===== config.mk =====
export PLATFORM = sky130hd
export DESIGN_NAME = button_debounce
export DESIGN_NICKNAME = d
export VERILOG_FILES = /design/src/rtl/button_debounce_pkg.sv /design/src/rtl/button_debounce_sync_2ff.sv /design/src/rtl/button_debounce.sv
export SDC_FILE = /design/constraint.sdc
export NUM_CORES = 1
export LEC_CHECK = 0
export ABC_AREA = 1
export CAP_MARGIN = 20
export CORE_ASPECT_RATIO = 0.9
export CORE_UTILIZATION = 40
export DETAILED_ROUTE_END_ITERATION = 8
export PLACE_DENSITY = 0.54
export SLEW_MARGIN = 20
export SYNTH_ARGS = -nofsm -noshare
export SYNTH_HDL_FRONTEND = slang
export SYNTH_HIERARCHICAL = 1
export SYNTH_SLANG_ARGS = --single-unit

===== constraint.sdc =====
create_clock -name clk -period 3.6 [get_ports clk]
set_input_delay 0.54 -clock clk [delete_from_list [all_inputs] [get_ports clk]]
set_output_delay 0.54 -clock clk [all_outputs]
set_load 0.005 [all_outputs]

===== src/rtl/button_debounce_pkg.sv =====
// button_pkg: shared definitions for the push-button conditioning block.
//   btn_state_t         debounce FSM states
//   DEBOUNCE_CYCLES_DEF default qualification length (10 ms at 100 MHz)
//   LONG_CYCLES_DEF     default long-press threshold (1 s at 100 MHz)
//   CNT_W               default width of the debounce and hold counters
package button_pkg;

  localparam int unsigned DEBOUNCE_CYCLES_DEF = 1_000_000;
  localparam int unsigned LONG_CYCLES_DEF     = 100_000_000;
  localparam int unsigned CNT_W               = 32;

  typedef enum logic [1:0] {
    RELEASED  = 2'd0,
    PRESS_CHK = 2'd1,
    PRESSED   = 2'd2,
    REL_CHK   = 2'd3
  } btn_state_t;

endpackage


===== src/rtl/button_debounce_sync_2ff.sv =====
// sync_2ff: two-flop synchronizer for a single asynchronous pad input.
//   clk   destination clock
//   rst_n asynchronous active-low reset, clears both flops
//   d     asynchronous input
//   q     synchronized output, two clk edges behind d
module sync_2ff (
  input  logic clk,
  input  logic rst_n,
  input  logic d,
  output logic q
);

  logic meta;

  always_ff @(posedge clk or negedge rst_n) begin
    if (!rst_n) begin
      meta <= 1'b0;
      q    <= 1'b0;
    end else begin
      meta <= d;
      q    <= meta;
    end
  end

endmodule


===== src/rtl/button_debounce.sv =====
// button_debounce: turns one bouncing push-button pad into clean control signals.
//   clk           system clock
//   rst_n         asynchronous active-low reset
//   btn_in        raw pad input, asynchronous to clk
//   btn_level     debounced state, 1 = pressed
//   press_pulse   one-cycle strobe on accepted press
//   release_pulse one-cycle strobe on accepted release
//   long_pulse    one-cycle strobe when a press has lasted LONG_CYCLES
//   btn_long      high from long_pulse until the accepted release
module button_debounce
  import button_pkg::*;
#(
  parameter int unsigned DEBOUNCE_CYCLES = DEBOUNCE_CYCLES_DEF,
  parameter int unsigned LONG_CYCLES     = LONG_CYCLES_DEF,
  parameter int unsigned CNT_W           = button_pkg::CNT_W
) (
  input  logic clk,
  input  logic rst_n,
  input  logic btn_in,
  output logic btn_level,
  output logic press_pulse,
  output logic release_pulse,
  output logic long_pulse,
  output logic btn_long
);

  localparam logic [CNT_W-1:0] DEB_LAST  = CNT_W'(DEBOUNCE_CYCLES - 1);
  localparam logic [CNT_W-1:0] LONG_LAST = CNT_W'(LONG_CYCLES - 1);
  localparam logic [CNT_W-1:0] CNT_ONE   = CNT_W'(1);

  logic             btn_sync;
  btn_state_t       state;
  logic [CNT_W-1:0] deb_cnt;
  logic [CNT_W-1:0] hold_cnt;

  logic holding;
  logic deb_done;
  logic rel_accept;
  logic long_hit;

  sync_2ff u_sync (
    .clk   (clk),
    .rst_n (rst_n),
    .d     (btn_in),
    .q     (btn_sync)
  );

  always_comb begin
    holding    = (state == PRESSED) || (state == REL_CHK);
    deb_done   = (deb_cnt == DEB_LAST);
    rel_accept = (state == REL_CHK) && !btn_sync && deb_done;
    // A release accepted on the same edge suppresses the long-press event.
    long_hit   = holding && (hold_cnt == LONG_LAST) && !btn_long && !rel_accept;
  end

  always_ff @(posedge clk or negedge rst_n) begin
    if (!rst_n) begin
      state         <= RELEASED;
      deb_cnt       <= '0;
      hold_cnt      <= '0;
      btn_level     <= 1'b0;
      press_pulse   <= 1'b0;
      release_pulse <= 1'b0;
      long_pulse    <= 1'b0;
      btn_long      <= 1'b0;
    end else begin
      press_pulse   <= 1'b0;
      release_pulse <= 1'b0;
      long_pulse    <= long_hit;
      if (long_hit) begin
        btn_long <= 1'b1;
      end

      // Press duration keeps running through REL_CHK so a bounce on
      // release does not restart the long-press timer.
      if (holding && (hold_cnt != LONG_LAST)) begin
        hold_cnt <= hold_cnt + CNT_ONE;
      end

      case (state)
        RELEASED: begin
          deb_cnt <= '0;
          if (btn_sync) begin
            state <= PRESS_CHK;
          end
        end
        PRESS_CHK: begin
          if (!btn_sync) begin
            state <= RELEASED;
          end else if (deb_done) begin
            state       <= PRESSED;
            btn_level   <= 1'b1;
            press_pulse <= 1'b1;
            hold_cnt    <= '0;
          end else begin
            deb_cnt <= deb_cnt + CNT_ONE;
          end
        end
        PRESSED: begin
          deb_cnt <= '0;
          if (!btn_sync) begin
            state <= REL_CHK;
          end
        end
        REL_CHK: begin
          if (btn_sync) begin
            state <= PRESSED;
          end else if (deb_done) begin
            state         <= RELEASED;
            btn_level     <= 1'b0;
            release_pulse <= 1'b1;
            btn_long      <= 1'b0;
          end else begin
            deb_cnt <= deb_cnt + CNT_ONE;
          end
        end
        default: state <= RELEASED;
      endcase
    end
  end

endmodule


# Yosys cells after proc, flatten, opt, wreduce, memory -nomap -nowiden
# Index checks and enable logic that the tools add are counted.
[word_totals]
register_bits = 73
[op_classes]
n_addsub = 2
n_eq_ne = 14
mux = 29
n_reduce_logical = 16
[op_table]
columns = ["cell", "n"]
rows = [
  ["$mux 32", 7],
  ["$pmux 32 s3", 1],
  ["$add 32x1->32 const B", 2],
  ["$eq 32x20->1 const B", 1],
  ["$eq 32x27->1 const B", 1],
  ["$ne 32x27->1 const B", 1],
  ["$mux 1", 13],
  ["$mux 2", 6],
  ["$ne 2x2->1 const B", 4],
  ["$pmux 2 s4", 1],
  ["$logic_and 1x1->1", 6],
  ["$reduce_and 5->1", 1],
  ["$eq 2x2->1 const B", 2],
  ["$ne 2x1->1 const B", 2],
  ["$reduce_and 4->1", 1],
  ["$logic_not 1->1", 3],
  ["$ne 3x2->1 const B", 1],
  ["$ne 3x3->1 const B", 1],
  ["$eq 2x1->1 const B", 1],
  ["$logic_not 2->1", 1],
  ["$pmux 1 s2", 1],
  ["$reduce_and 2->1", 1],
  ["$reduce_bool 2->1", 1],
  ["$reduce_or 2->1", 1],
  ["$logic_or 1x1->1", 1],
]

# Depth between registers and ports, before layout
# Gate-level depths: netlist of run 1.
[depth]
ltp_word = 9
ltp_mapped = 13

# Hierarchy
# The synthesis of run 1 kept the hierarchy.
[modules_own_cells]
columns = ["module", "instances", "cells_each", "area_per_inst_um2", "seq_area_each_um2"]
rows = [
  ["button_debounce", 1, 819, 5093.6, 1776.7],
  ["sync_2ff", 1, 2, 50.0, 50.0],
]

# Worst setup path before layout of run 1
# Ideal clock, no wire load.
[synth_path]
path_kind = "flip-flop to flip-flop"
from = "register hold_cnt[0]"
to = "register hold_cnt[0]"
setup_time_ns = 0.120
arrival_time_ns = 1.607
setup_slack_ns = 1.873
path_stages_with_launch = 13
path_buffers = 1
period_less_slack_ns = 1.727
path_cell_list = "dfrtp_1 ha_1 nand3_2 inv_1 nand2_1 inv_1 nand2_1 nor2_1 nor2_2 buf_2 nor2_1 o21ai_0 inv_1"
[synth_between]
elab_chain_len = 6
word_cells_on_any_way = 7
[synth_rtl]
columns = ["element", "line", "text"]
rows = [
  ["start, declared", "button_debounce.sv:34", "logic [CNT_W-1:0] hold_cnt;"],
  ["start signal, assigned", "button_debounce.sv:77", "hold_cnt <= hold_cnt + CNT_ONE;"],
  ["parallel branches: the longest is 2 deep, another holds $add 32x1->32", "n/a", ""],
  ["$mux 32 (*)", "button_debounce.sv:76", "if (holding && (hold_cnt != LONG_LAST)) begin"],
  ["$mux 32", "button_debounce.sv:90", "end else if (deb_done) begin"],
  ["$mux 32", "button_debounce.sv:88", "if (!btn_sync) begin"],
  ["$mux 32 (*)", "button_debounce.sv:80", "case (state)"],
]
# Every way passes the cells marked *.
# A chain may end at the register's enable or synchronous reset.

# Final worst setup path of run 1
[layout_path]
from = "register deb_cnt[0]"
to = "register deb_cnt[7]"
[layout_between]
elab_chain_len = 4
word_cells_on_any_way = 6
[layout_rtl]
columns = ["element", "line", "text"]
rows = [
  ["start, declared", "button_debounce.sv:33", "logic [CNT_W-1:0] deb_cnt;"],
  ["start signal, assigned", "button_debounce.sv:96", "deb_cnt <= deb_cnt + CNT_ONE;"],
  ["start signal, assigned", "button_debounce.sv:114", "deb_cnt <= deb_cnt + CNT_ONE;"],
  ["$add 32x1->32 or $eq 32x20->1 (tied branches)", "button_debounce.sv:96, button_debounce.sv:114, button_debounce.sv:50", ""],
  ["$mux 32 (*)", "button_debounce.sv:90, button_debounce.sv:108", ""],
  ["$mux 32, on equally long branches", "button_debounce.sv:106, button_debounce.sv:88", ""],
  ["$pmux 32 s3 (*)", "button_debounce.sv:80", ""],
]
# Every way passes the cells marked *; elsewhere a longest branch is shown, timed or not. The select of a mux whose other input is x is not followed.

==> results_dict.tcl, run 1 <==
set metrics [dict create \
    worst_slew_pin_slew_ps 942 \
    synthToLayoutAreaGrowth_pct 9.41 \
    core_area_sq_mm 0.0123 \
    pwr-share-seq_pct 44.0 \
    synth_seq_area_share_pct 35.5 \
    p_per_area_mw_per_mm2 335 \
    multiInputGateArea_sq_mm 0.00276 \
    cp.required_ps 3840 \
    drt_iter0_drc 417 \
    overflow 0 \
    setup_viol 0 \
    worstSetupPathType "flip-flop to flip-flop" \
    path_cells "ha_1, nand3_4, nor2_2, nand3_1, nor2_4, nor2_4, nor2_8, nand2_1, nand2_1" \
    htreeDepth 3 \
    synth_cell_types 32 \
    grt_setup_unrepaired "false" \
    timing.setup.tns_ps 0 \
    switchingPower_uw 429 \
    start_kind "flip-flop" \
    row_count 38 \
    seq_area_sq_mm 0.00183 \
    syn_nets 826 \
    clkPwrFrac_pct 53.5 \
    min_period_over_period_pct 63.8 \
    fin_skew_ps 6.05 \
    layout-drive-gt1-share_pct 5.07 \
    die_h_um 110 \
    irDropWorstVdd_v 0.000331 \
    cts_setup_buffers 0 \
    p_int_mw 1.46 \
    viasPerCell 5.09 \
    tritoncts "yes" \
    swShare_pct 22.7 \
    clock-sinks 73 \
    die_area_sq_mm 0.0133 \
    clk_pin_slew_ps 60 \
    route.detailed.drc 0 \
    io_buffers 7 \
    grt_max_degree 74 \
    grt_pass1_wl_um 24100 \
    yosysWarnings 6 \
    antenna_cells 0 \
    first_global_vias 4608 \
    dpl.hpwl_um 10700 \
    clkLatencyLatePin_ps 350 \
    vias 5025 \
    p_leak_nw 2.70 \
    cts_hold_buf 0 \
    fill_cells 1327 \
    cp_slowest_cell "nor2_4" \
    cp_max_fo 30 \
    layout.nets 828 \
    wl_per_cell_um 14.6 \
    numCtsBuffers 9 \
    synth-seq-cells 73 \
    max_freq_mhz 436 \
    min_period_ps 2300 \
    postRouteAntennaNets 0 \
    io_pins 8 \
    cp_slowest_stage_delay_ps 620 \
    ys_async_sr_fraction_pct 100 \
    initial_utilization_pct 41.8 \
    combPwrFrac_pct 2.4 \
    synth-edff-count 0 \
    syn_inst 821 \
    cts_resized 0 \
    dr.pass1.iters 5 \
    hold_path.class "input port to async pin" \
    die_w_um 122 \
    cts_root_buf "clkbuf_16" \
    wl_um 14500 \
    cp-end-kind "flip-flop" \
    maxSlewViolCount 0 \
    timing.slew.headroom_pct 37.2 \
    gp_congestion 0.948 \
    postSynthAreaPerCell_sq_um 6.27 \
    track_usage_pct 24.1 \
    hold_viol_final 0 \
    cts_max_path_buffers 2 \
    status "complete, no violations" \
    syn_area_sq_mm 0.00514 \
    power_mw 1.89 \
    synth_ff_type "dfrtp_1" \
    cp_data_arrival_time_ps 2530 \
    cap_violations 0 \
    antenna_found_initial 0 \
    ff2ff_path_depth 9 \
]
[stage by stage]
stage	area, sq um	setup WS [ps]	util (%)	hold slack [ps]	instances
2_1_floorplan	5140	1870	-	244	821
3_3_place_gp	5300	1330	43.0	333	972
6_report	5630	1300	45.7	346	988
3_5_place_dp	5300	1300	43.0	336	972
4_1_cts	5630	1290	45.7	350	988
5_1_grt	5630	1130	45.7	354	988
[routing by layer]
metal | vias to the layer above | global-route usage [%] | part of all wire [%]
met5 | - | 0 | 0
met1 | 2302 | 38.4 | 53
met4 | 0 | 5.91 | 0.81
met3 | 8 | 5.50 | 7.9
li1 | 2555 | - | -
met2 | 160 | 31.8 | 38
[path summary, 6_finish.rpt]
path,startpoint,to,slack (ps)
hold / removal,rst_n,hold_cnt[25]$_DFF_PN0_,350
min in group clk,u_sync/meta$_DFF_PN0_,u_sync/q$_DFF_PN0_,350
setup reg to reg,deb_cnt[0]$_DFFE_PN0P_,deb_cnt[7]$_DFFE_PN0P_,1300
setup / recovery,deb_cnt[0]$_DFFE_PN0P_,deb_cnt[7]$_DFFE_PN0P_,1300
max in group asynchronous,rst_n,deb_cnt[13]$_DFFE_PN0P_,2660
hold reg to reg,u_sync/meta$_DFF_PN0_,u_sync/q$_DFF_PN0_,350
[power by group through the flow]
| stage | clock, mW | sequential (mW) | combinational [mW] |
|---|---|---|---|
| after floorplan | 0 | 0.842 | 0.0277 |
| after detailed placement | 0 | 0.846 | 0.0483 |
| after global placement | 0 | 0.846 | 0.0468 |
| after global routing | 1.07 | 0.831 | 0.0535 |
| final | 1.01 | 0.831 | 0.0461 |
| after CTS | 1.04 | 0.831 | 0.0480 |
[worst max-delay path, delay by kind of cell (launching register included)]
| family | cells | cell delay, ps |
|---|---|---|
| and+or+nand+nor | 8 | 1430 |
| DFF | 1 | 430 |
| adders and majority gates | 1 | 310 |
[cell families after synthesis]
kind of cell	after synthesis	share of synthesized area (%)
adders and majority gates	2	0.486
and+or+nand+nor	571	47.5
xor gates and xnor gates	15	2.55
buffers and inverters	131	10.8
AOI/OAI and AO/OA	29	3.16
DFF	73	35.5
[state kept, by name (all words and copies together) (netlist names), named ones only]
| signal | cells |
|---|---|
| hold_cnt | 32 |
| state | 1 |
| deb_cnt | 32 |
| press_pulse | 1 |
| long_pulse | 1 |
| release_pulse | 1 |
| u_sync/meta | 1 |
| u_sync/q | 1 |
| btn_long | 1 |
| btn_level | 1 |
[placed cells by master (no fill, tap or decap)]
cell type / netlist / final
nor3b_1: 2 / 2
nor3b_2: 1 / 1
nor3_1: 15 / 15
nand4_1: 36 / 36
clkinv_4: 0 / 1
nand2_1: 301 / 301
a21oi_1: 2 / 2
xnor2_1: 3 / 3
o21bai_1: 3 / 3
a21boi_0: 2 / 2
clkinvlp_4: 0 / 3
nor2_8: 1 / 1
nor2_4: 3 / 3
nand3_4: 1 / 1
clkbuf_16: 0 / 9
nand3_2: 3 / 3
inv_1: 107 / 107
nand2_2: 1 / 1
nand3b_1: 1 / 1
o21ai_1: 3 / 3
nand3_1: 60 / 60
dfrtp_1: 73 / 73
o31ai_1: 2 / 2
nor4_1: 1 / 1
nor2_1: 138 / 138
clkbuf_8: 0 / 1
clkdlybuf4s50_1: 0 / 6
inv_2: 5 / 5
ha_1: 2 / 2
buf_4: 1 / 4
xor2_1: 12 / 12
nor2_2: 7 / 7
bufinv_16: 0 / 2
o21ai_0: 17 / 17
[synthesized netlist by cell type (all sizes together) (12+ instances only)]
library cell  instances  share of area [%]
nor3                 15                1.5
xor2                 12                2.0
nand4                36                4.4
o21ai                20                1.9
dfrtp                73                 36
inv                 112                8.2
nand2               302                 22
nor2                149                 12
nand3                64                6.8
buf                  18                2.6
[cell type report]
| type | count | share of cell area [%] |
|---|---|---|
| multi-input combinational | 617 | 49.0 |
| sequential | 73 | 32.5 |
| inverter | 112 | 7.47 |
| clock buffer | 10 | 4.25 |
| tap | 160 | 3.56 |
| clock inverter | 6 | 1.62 |
| timing repair buffer | 10 | 1.60 |
(Power assumes the default switching activity.)
==> run 2: changes to the inputs <==
--- a/config.mk
+++ b/config.mk
@@ -10,7 +10,7 @@
 export CORE_ASPECT_RATIO = 0.9
 export CORE_UTILIZATION = 40
 export DETAILED_ROUTE_END_ITERATION = 8
-export PLACE_DENSITY = 0.54
+export PLACE_DENSITY = 0.56
 export SLEW_MARGIN = 20
 export SYNTH_ARGS = -nofsm -noshare
 export SYNTH_HDL_FRONTEND = slang
==> constraint.sdc (replaced) <==
create_clock -name clk -period 1.9 [get_ports clk]
set_input_delay 0.285 -clock clk [delete_from_list [all_inputs] [get_ports clk]]
set_output_delay 0.285 -clock clk [all_outputs]
set_load 0.005 [all_outputs]
==> run 2 against run 1 <==
Against the previous run: sequential power grew 89%; clock skew grew 3.0 ps; clock-buffer cell count shrank 1; sequential cell count is the same; die area is the same; power grew 91%; critical path depth grew 3; first-iteration DRC count grew 12%; register-to-register slack lost 1200 ps; clock power grew 90%; worst setup slack lost 1200 ps; highest routed layer unchanged.
==> results_dict.tcl, run 2 (same netlist as run 1, synthesis figures left out) <==
set metrics [dict create \
    layout_common_cells "nand2_1, nor2_1, inv_1, dfrtp_1, nand3_1" \
    die_area_sq_mm 0.0133 \
    final_common_cell "nand2_1" \
    numCtsBuffers 9 \
    die_w_um 122 \
    hold_viol_final 0 \
    cp.required_ps 2140 \
    worst_slew_pin_slew_ps 385 \
    cp-startpoint "hold_cnt[1]$_DFF_PN0_" \
    grt_max_degree 30 \
    timing.setup.tns_ps 0 \
    wl_per_cell_um 15.1 \
    cp-end-kind "flip-flop" \
    worstSetupPathType "flip-flop to flip-flop" \
    final_area_sq_mm 0.00619 \
    clkLatencyLatePin_ps 350 \
    io_buffers 7 \
    max_freq_mhz 553 \
    worst_hold_slack_ps 361 \
    synthToLayoutAreaGrowth_pct 20.3 \
    layout.nets 877 \
    fin_ws_ps 91.0 \
    cp-endpoint "hold_cnt[2]$_DFF_PN0_" \
    tritoncts "yes" \
    fill_cells 1251 \
    top_regs "deb_cnt x32, hold_cnt x32" \
    grt_setup_unrepaired "true" \
    post-route-util_pct 50.2 \
    reg2reg_to "hold_cnt[2]$_DFF_PN0_" \
    antenna_found_initial 0 \
    htreeDepth 3 \
    row_count 38 \
    antenna_cells 0 \
    maxSlewViolCount 0 \
    status "complete, no violations" \
    cp_data_arrival_time_ps 2050 \
    min_period_ps 1810 \
    min_period_over_period_pct 95.2 \
    layout-drive-gt1-share_pct 11.9 \
    wl_um 15600 \
    cts_max_path_buffers 2 \
    dpl.hpwl_um 11500 \
    reg2reg_from "hold_cnt[1]$_DFF_PN0_" \
    ff2ff_path_depth 12 \
    grt_pass1_wl_um 24900 \
    timing.slew.headroom_pct 74.1 \
    io_pins 8 \
    dpl_cell_area_sq_mm 0.00568 \
    p_per_area_mw_per_mm2 584 \
    viasPerCell 5.12 \
    start_kind "flip-flop" \
    core_area_sq_mm 0.0123 \
    r2r_setup_slack_ps 90 \
    first_global_vias 4773 \
    dr.pass1.iters 6 \
    gp_congestion 0.957 \
    drt_iter0_drc 466 \
    track_usage_pct 25.0 \
    route.detailed.drc 0 \
    p_leak_nw 3.02 \
    hold_path.class "flip-flop to flip-flop" \
    setup_viol 0 \
    cp_max_fo 11 \
    cap_violations 0 \
    pre_cts_ws_ps 74.6 \
    die_h_um 110 \
    overflow 0 \
    vias 5311 \
    irDropWorstVdd_v 0.000645 \
    postRouteAntennaNets 0 \
    clock-sinks 73 \
    initial_utilization_pct 41.8 \
    clk_pin_slew_ps 60 \
    cts_root_buf "clkbuf_16" \
    fin_skew_ps 9.05 \
]
[run 2: changes by cell type in the layout (fill, tap and decap cells not counted), sizes merged]
cell,delta
dlygate4sd3,+1
buf,+46
clkbuf,+1
clkinvlp,-1
inv,+2
[run 2: layout make-up]
cell class / count / area, sq um / share of cell area, %
sequential: 73 / 1830 / 29.6
clock inverter: 7 / 101 / 1.64
multi-input combinational: 617 / 2840 / 45.9
clock buffer: 9 / 225 / 3.64
tap: 160 / 200 / 3.24
inverter: 112 / 420 / 6.80
timing repair buffer: 59 / 572 / 9.24
[run 2: layer usage]
| layer | global-route usage (%) | wire length [um] | vias to the layer above |
|---|---|---|---|
| met5 | 0 | 0 | - |
| met4 | 7.23 | 155 | 0 |
| met3 | 7.21 | 1430 | 11 |
| met2 | 33.3 | 6060 | 200 |
| met1 | 38.2 | 7970 | 2444 |
| li1 | - | - | 2656 |
[run 2: worst max-delay path, stage by stage, from the launching register on]
cell and delay (ps):
dfrtp_1 400, ha_2 200, nand3_2 80, inv_2 60, nand2_4 70, inv_1 60
nand2_1 70, nor2_2 50, nor2_4 270, clkbuf_16 230, nand3_1 70, nand3_1 90
inv_1 40
[run 2: how the worst min path moves through the flow]
| stage | from | endpoint | slack (ps) | cells after the start |
|---|---|---|---|---|
| 2_1_floorplan | rst_n | async pin | -10 | 0 |
| 3_3_place_gp | rst_n | hold_cnt[23]$_DFF_PN0_ | 230 | 1 |
| 3_5_place_dp | rst_n | hold_cnt[25]$_DFF_PN0_ | 240 | 1 |
| 4_1_cts | u_sync/meta$_DFF_PN0_ | u_sync/q$_DFF_PN0_ | 360 | 0 |
| 5_1_grt | btn_in | u_sync/meta$_DFF_PN0_ | 380 | 1 |
| 6_report | u_sync/meta$_DFF_PN0_ | u_sync/q$_DFF_PN0_ | 360 | 0 |
[run 2: power breakdown]
group	switching, mW	internal (mW)	total, mW
clock	0.760	1.16	1.92
sequential	0.00576	1.56	1.57
combinational	0.0873	0.0370	0.124
total	0.853	2.76	3.61
[run 2: through the flow]
step,power (mW),cells
final,3.61,1037
after global routing,3.73,1037
after CTS,3.66,1032
after detailed placement,1.72,1015
after global placement,1.72,1015
after floorplan,1.65,821
[run 2: timing repair]
action	CTS	global route
endpoints found under the hold margin	25	0
setup buffers	0	2
hold buffers	1	0
gates resized for setup	0	27
setup endpoints to repair	0	58
